File: src/rtl/pc_sequencer.sv
// Program-counter sequencer: fetches one instruction word at a time, hands it to a
// consumer, then steps or redirects the PC and counts retired instructions.
module pc_sequencer #(
    parameter logic [31:0] RESET_PC = 32'h0000_0000,
    parameter logic [31:0] PC_STEP  = 32'd1
) (
    input  logic        clk,
    input  logic        rst,
    input  logic        en,
    input  logic        imem_ready,
    input  logic [31:0] imem_rdata,
    input  logic        instr_done,
    input  logic        redirect_valid,
    input  logic [31:0] redirect_pc,
    input  logic        redirect_link,
    output logic [31:0] pc,
    output logic        imem_req,
    output logic [31:0] imem_addr,
    output logic [31:0] instr,
    output logic        instr_valid,
    output logic        redirect_ack,
    output logic        link_we,
    output logic [31:0] link_addr,
    output logic [31:0] retired,
    output logic        busy
);

    typedef enum logic [1:0] {
        S_IDLE,
        S_REQ,
        S_WAIT,
        S_EXEC
    } state_t;

    state_t      state_q;
    logic [31:0] pc_q;
    logic        imem_req_q;
    logic [31:0] imem_addr_q;
    logic [31:0] instr_q;
    logic        instr_valid_q;
    logic        redirect_ack_q;
    logic        link_we_q;
    logic [31:0] link_addr_q;
    logic [31:0] retired_q;
    logic        busy_q;

    logic [31:0] pc_step_d;
    logic [31:0] pc_target_d;
    logic        complete_d;

    // A redirect always wins over a plain completion, so the PC never steps and jumps at once.
    assign pc_step_d   = pc_q + PC_STEP;
    assign pc_target_d = redirect_valid ? redirect_pc : pc_step_d;
    assign complete_d  = redirect_valid || instr_done;

    always_ff @(posedge clk) begin
        if (rst) begin
            state_q        <= S_IDLE;
            pc_q           <= RESET_PC;
            imem_req_q     <= 1'b0;
            imem_addr_q    <= RESET_PC;
            instr_q        <= 32'd0;
            instr_valid_q  <= 1'b0;
            redirect_ack_q <= 1'b0;
            link_we_q      <= 1'b0;
            link_addr_q    <= 32'd0;
            retired_q      <= 32'd0;
            busy_q         <= 1'b0;
        end else begin
            redirect_ack_q <= 1'b0;
            link_we_q      <= 1'b0;
            case (state_q)
                S_IDLE: begin
                    if (en) begin
                        state_q     <= S_REQ;
                        imem_req_q  <= 1'b1;
                        imem_addr_q <= pc_q;
                        busy_q      <= 1'b1;
                    end
                end
                S_REQ: begin
                    state_q <= S_WAIT;
                end
                S_WAIT: begin
                    if (imem_ready) begin
                        state_q       <= S_EXEC;
                        instr_q       <= imem_rdata;
                        instr_valid_q <= 1'b1;
                        imem_req_q    <= 1'b0;
                    end
                end
                S_EXEC: begin
                    if (complete_d) begin
                        pc_q           <= pc_target_d;
                        retired_q      <= retired_q + 32'd1;
                        instr_valid_q  <= 1'b0;
                        redirect_ack_q <= redirect_valid;
                        if (redirect_valid && redirect_link) begin
                            link_we_q   <= 1'b1;
                            link_addr_q <= pc_step_d;
                        end
                        // en is only sampled here, so dropping it mid-instruction never aborts.
                        if (en) begin
                            state_q     <= S_REQ;
                            imem_req_q  <= 1'b1;
                            imem_addr_q <= pc_target_d;
                        end else begin
                            state_q <= S_IDLE;
                            busy_q  <= 1'b0;
                        end
                    end
                end
                default: begin
                    state_q <= S_IDLE;
                end
            endcase
        end
    end

    assign pc           = pc_q;
    assign imem_req     = imem_req_q;
    assign imem_addr    = imem_addr_q;
    assign instr        = instr_q;
    assign instr_valid  = instr_valid_q;
    assign redirect_ack = redirect_ack_q;
    assign link_we      = link_we_q;
    assign link_addr    = link_addr_q;
    assign retired      = retired_q;
    assign busy         = busy_q;

endmodule

File: config.mk
export PLATFORM = sky130hd
export DESIGN_NAME = pc_sequencer
export DESIGN_NICKNAME = d
export VERILOG_FILES = /design/src/rtl/pc_sequencer.sv
export SDC_FILE = /design/constraint.sdc
export NUM_CORES = 1
export LEC_CHECK = 0
export ABC_AREA = 0
export BUFFER_PORTS_ARGS = -buffer_cell sky130_fd_sc_hd__clkbuf_2
export CELL_PAD_IN_SITES_DETAIL_PLACEMENT = 0
export CELL_PAD_IN_SITES_GLOBAL_PLACEMENT = 2
export CORE_ASPECT_RATIO = 0.75
export CORE_UTILIZATION = 30
export CTS_CLUSTER_SIZE = 40
export DETAILED_ROUTE_END_ITERATION = 10
export PLACE_DENSITY_LB_ADDON = 0.1
export REMOVE_ABC_BUFFERS = 1
export SLEW_MARGIN = 20
export SYNTH_ARGS = -nofsm -noshare
export SYNTH_HDL_FRONTEND = slang
export SYNTH_SLANG_ARGS = --single-unit
File: constraint.sdc
create_clock -name clk -period 2.7 [get_ports clk]
set_clock_uncertainty 0.05 [all_clocks]
set_input_delay 0.405 -clock clk [delete_from_list [all_inputs] [get_ports clk]]
set_output_delay 0.405 -clock clk [all_outputs]
set_load 0.05 [all_outputs]
# Yosys cells after proc, flatten, opt, wreduce, memory -nomap -nowiden
# Cells that the tools add are included.
# Widths: inputs -> output; s select.
# word_totals
register_bits	167
inputBits	71
output_inout_bits	165
word_cells	60
# op_classes
add_sub_neg	2
eq_ne	8
mux	22
bitwise_logic	2
reduce_logical	15
# ops
cell	count
$mux 32	4
$add 32x1->32 const B	2
$pmux 32 s2	1
$reduce_and 3->1	4
$mux 1	10
$ne 2x2->1 const B	5
$pmux 2 s4	1
$reduce_and 4->1	2
$mux 2	3
$eq 2x2->1 const B	2
$pmux 1 s2	2
$reduce_and 2->1	2
$reduce_bool 2->1	2
$pmux 1 s3	1
$reduce_bool 3->1	1
$reduce_or 3->1	1
$eq 2x1->1 const B	1
$logic_not 2->1	1
$not 1->1	2
$logic_and 1x1->1	1
$logic_or 1x1->1	1

# Logic depth before layout (Yosys ltp)
# logic_depth
depth_word	5
mapped_depth	9
ltp_nobuf	7

# Worst setup path before layout
# Ideal clock, no wire load.
# synth_path
kind	register to register
start	reg pc_q[1], in the netlist pc[1]
end	reg pc_q[20], in the netlist pc[20]
setup_time_ns	0.074
t_arrival_ns	2.427
t_required_ns	2.576
slack_ns	0.149
stages_incl_launch_ff	8
path_buffers	1
period_less_slack_ns	2.551
path_cell_list	dfxtp_1 -> ha_1 -> and4_1 -> clkbuf_1 -> nand4_1 -> or4_1 -> a21o_1 -> a31oi_1
# synth_via
elab_chain_cells	2
# synth_lines
element	line_no	rtl
start: declaration	36	logic [31:0] pc_q;
start signal: assignment	94	pc_q <= pc_target_d;
$add 32x1->32	52	assign pc_step_d = pc_q + PC_STEP;
$mux 32	53	assign pc_target_d = redirect_valid ? redirect_pc : pc_step_d;
# Every way passes these cells.
# A chain may end at the register's enable or synchronous reset.

# Final worst setup path
# layout_path
start	reg pc_q[13], in the netlist pc[13]
end	reg pc_q[31], in the netlist pc[31]
# Same word-level chain as after synthesis.

==> reports/metrics.cfg <==
[drt]
vias_per_cell = 5.171
post-route-drc-count = 0
drtAntennaViolNets = 0
wl_mm = 31.26
drt_iter0_drc = 502
wl_per_cell_um = 19.19
dr.pass1.iters = 5
dr_total_vias = 8423

[timing]
rsz0062_at_grt = false
whs_ns = 0.1408
fin_ws_ns = 0.3168
min_period_ns = 2.383
hold_violations = 0
finalCritPeriodShare_pct = 88.27
slew_headroom_pct = 53.65
finalMaxSlewViolations = 0
fmax_mhz = 419.6
setup_violations = 0
tightestPinTransition_ns = 0.6899

[clocking]
post_cts_buffers = 0
htreeDepth = 4
cts_tree = yes
clock-sinks = 167
clkLatencyLatePin_ns = 0.43
cts_max_path_buffers = 2
cts_buffers = 17
cts_root_buf = clkbuf_16
clk_pin_slew_worst_paths_ns = 0.07

[power]
powerDensity_nw_per_um2 = 718.8
switching_share_pct = 38.00
combPwrFrac_pct = 30.4
pwr-share-seq_pct = 37.2
p_switching_w = 0.002910
p_leak_nw = 4.154
p_int_w = 0.004748
ir_drop_v = 0.0003954
clkPwrFrac_pct = 32.4

[floorplanning]
dieArea_um2 = 28580
core_area_um2 = 27200
rows = 52
start_util_pct = 30.78
ios = 236
fp.dieH_um = 146.7
die_width_um = 194.9

[worst_setup_path]
cp_max_fo = 9
reg2reg_depth = 5
critical_path_class = reg -> reg
ff2ff_setup_slack_ns = 0.32
cp_slowest_stage_delay_ns = 0.52
cp-start-kind = register
end_kind = register
path_delay_family = simple AND/OR/NAND/NOR gates
r2r-end = pc[31]$_SDFFE_PP0P_
cp_slowest_cell = dfxtp_1
arrival_ns = 2.69
rr_startpoint = pc[13]$_SDFFE_PP0P_
path_buf_inv = 0
cp_cell_sequence = nand4_1 -> nor4_2 -> nand3_1 -> or4_1 -> a31oi_1
cp.required_ns = 3.01

[synthesis]
yosysSeqAreaShare_pct = 39.94
postSynthAreaPerCell_um2 = 7.927
yosysWarnings = 0
synth.ff_latch_count = 167
synth_flop_cell = dfxtp_1
syn_inst = 1056
netlist_area_um2 = 8371
yosysUniqueCellTypes = 69
synth_area_leader_cell = dfxtp_1
async_reset_ff_share_pct = 0
synth_top_cell_area_share_pct = 39.94
synth_edf_count = 0
synthTopCellsByArea = dfxtp_1 (40%), nand2_1 (6.4%), a21oi_1 (5.1%), o21ai_0 (4.8%), xnor2_1 (4.4%)

[placement]
io_buffer_count = 235
dp_cells = 1598
gp_congestion = 0.8060
place_area_um2 = 10070
place_hpwl_mm = 22.07
preCtsSetupSlack_ns = 0.2788

[cells_and_area]
nets = 1344
antenna_cells = 0
fin_util_pct = 39.17
fin_cells = 1629
drive_gt1_share_pct = 26.84
final_common_cell = clkbuf_2
final_cell_mix = clkbuf_2 (233), dfxtp_1 (167), nand2_1 (143)
stdcell_area_um2 = 10650
fillCellCount = 2919
syn_to_final_growth_pct = 27.28

[grt]
grt_use_total_pct = 21.55
antenna_found_initial = 0
grt-ovfl-total = 0
grt_max_degree = 81
grt_pass1_vias = 7709
grt_pass1_wl_mm = 47.59

[hold_path]
holdCritPathClass = in -> reg
hold_path_end = instr[5]$_SDFFE_PP0P_
worstHoldStart = imem_rdata[5]
hold_depth = 3

[run]
maxCapViolations = 0

[run_status]
status = completed

power groups by stage:
| stage | registers, W | logic, W | clock network [W] |
|---|---|---|---|
| 6_report | 0.00285 | 0.00233 | 0.00248 |
| 5_1_grt | 0.00288 | 0.00248 | 0.00266 |
| 4_1_cts | 0.00285 | 0.00233 | 0.00256 |
| 3_5_place_dp | 0.00290 | 0.00232 | 0 |
| 3_3_place_gp | 0.00290 | 0.00233 | 0 |
| 2_1_floorplan | 0.00359 | 0.000766 | 0 |
repair_timing:
item                                    in CTS  in global routing
endpoints found under the setup margin       0                  1
gates resized for setup                      0                  1
hold buffers                                 0                  0
worst max path at each step:
stage / from / endpoint / slack [ns] / depth (start not counted)
global route: state_q[1]$_SDFFE_PP0P_ / retired[30]$_SDFFE_PP0P_ / 0.14 / 6
floorplan: state_q[1]$_SDFFE_PP0P_ / imem_addr[17]$_SDFFE_PP0P_ / -1.83 / 6
finish: pc[13]$_SDFFE_PP0P_ / pc[31]$_SDFFE_PP0P_ / 0.32 / 5
CTS: pc[5]$_SDFFE_PP0P_ / pc[19]$_SDFFE_PP0P_ / 0.24 / 5
detailed placement: pc[5]$_SDFFE_PP0P_ / pc[19]$_SDFFE_PP0P_ / 0.28 / 5
global placement: state_q[1]$_SDFFE_PP0P_ / retired[24]$_SDFFE_PP0P_ / 0.37 / 6
layer usage:
metal	track usage, %	up-vias	part of all wire, %
met5	0	-	0
met4	4.606	0	0.99
met3	4.620	25	5.7
met2	29.93	242	41
met1	33.25	3965	53
li1	-	4191	-
through the flow:
step,power (W),TNS [ns]
global route,0.008022,0
finish,0.007658,0
CTS,0.007737,0
detailed placement,0.005224,0
floorplan,0.004355,-65.91
global placement,0.005223,0
cells in the mapped netlist (all sizes together), types with 6 or more instances:
library cell / instances
a21oi: 85
ha: 7
a211oi: 21
xnor2: 42
nor3: 35
xor2: 12
clkbuf: 71
or3: 7
a31oi: 12
nor2: 94
o21ai: 81
buf: 28
nand3: 28
a22oi: 10
and3: 12
or4: 6
mux2i: 13
nand4: 22
inv: 13
a21o: 10
nand2: 143
nor4: 19
and4: 13
dfxtp: 167
a311oi: 13
and2: 10
nor2b: 8
o22ai: 7
o21a: 7
worst register-to-register path, cell delays in order, from the launching register on:
cell     delay [ns]
dfxtp_1        0.52
nand4_1        0.46
nor4_2         0.49
nand3_1        0.15
or4_1          0.48
a31oi_1        0.16
cell families after synthesis:
logic type / after synthesis / share of synthesized area (%)
mux: 16 / 1.958
buf+inv: 112 / 5.471
fa+ha+maj: 7 / 1.046
simple gates: 414 / 24.77
flops: 167 / 39.94
compound gates: 286 / 21.17
xor+xnor: 54 / 5.650
final cells by class:
type                    instances  area (µm²)  share of cell area, %
inverters                      13       48.80                 0.4580
repair buffers                290        1654                  15.53
multi-input cells             777        4594                  43.12
clock inverters                 7       92.59                 0.8691
clock buffers                  24       481.7                  4.521
flip-flops and latches        167        3343                  31.38
well taps                     351       439.2                  4.122
flip-flops by register name (all words and copies together) (netlist names), 2 cells and up:
signal     count
imem_addr     32
instr         32
link_addr     32
pc            32
retired       32
state_q        2
Power figures use the tool's default switching activity.
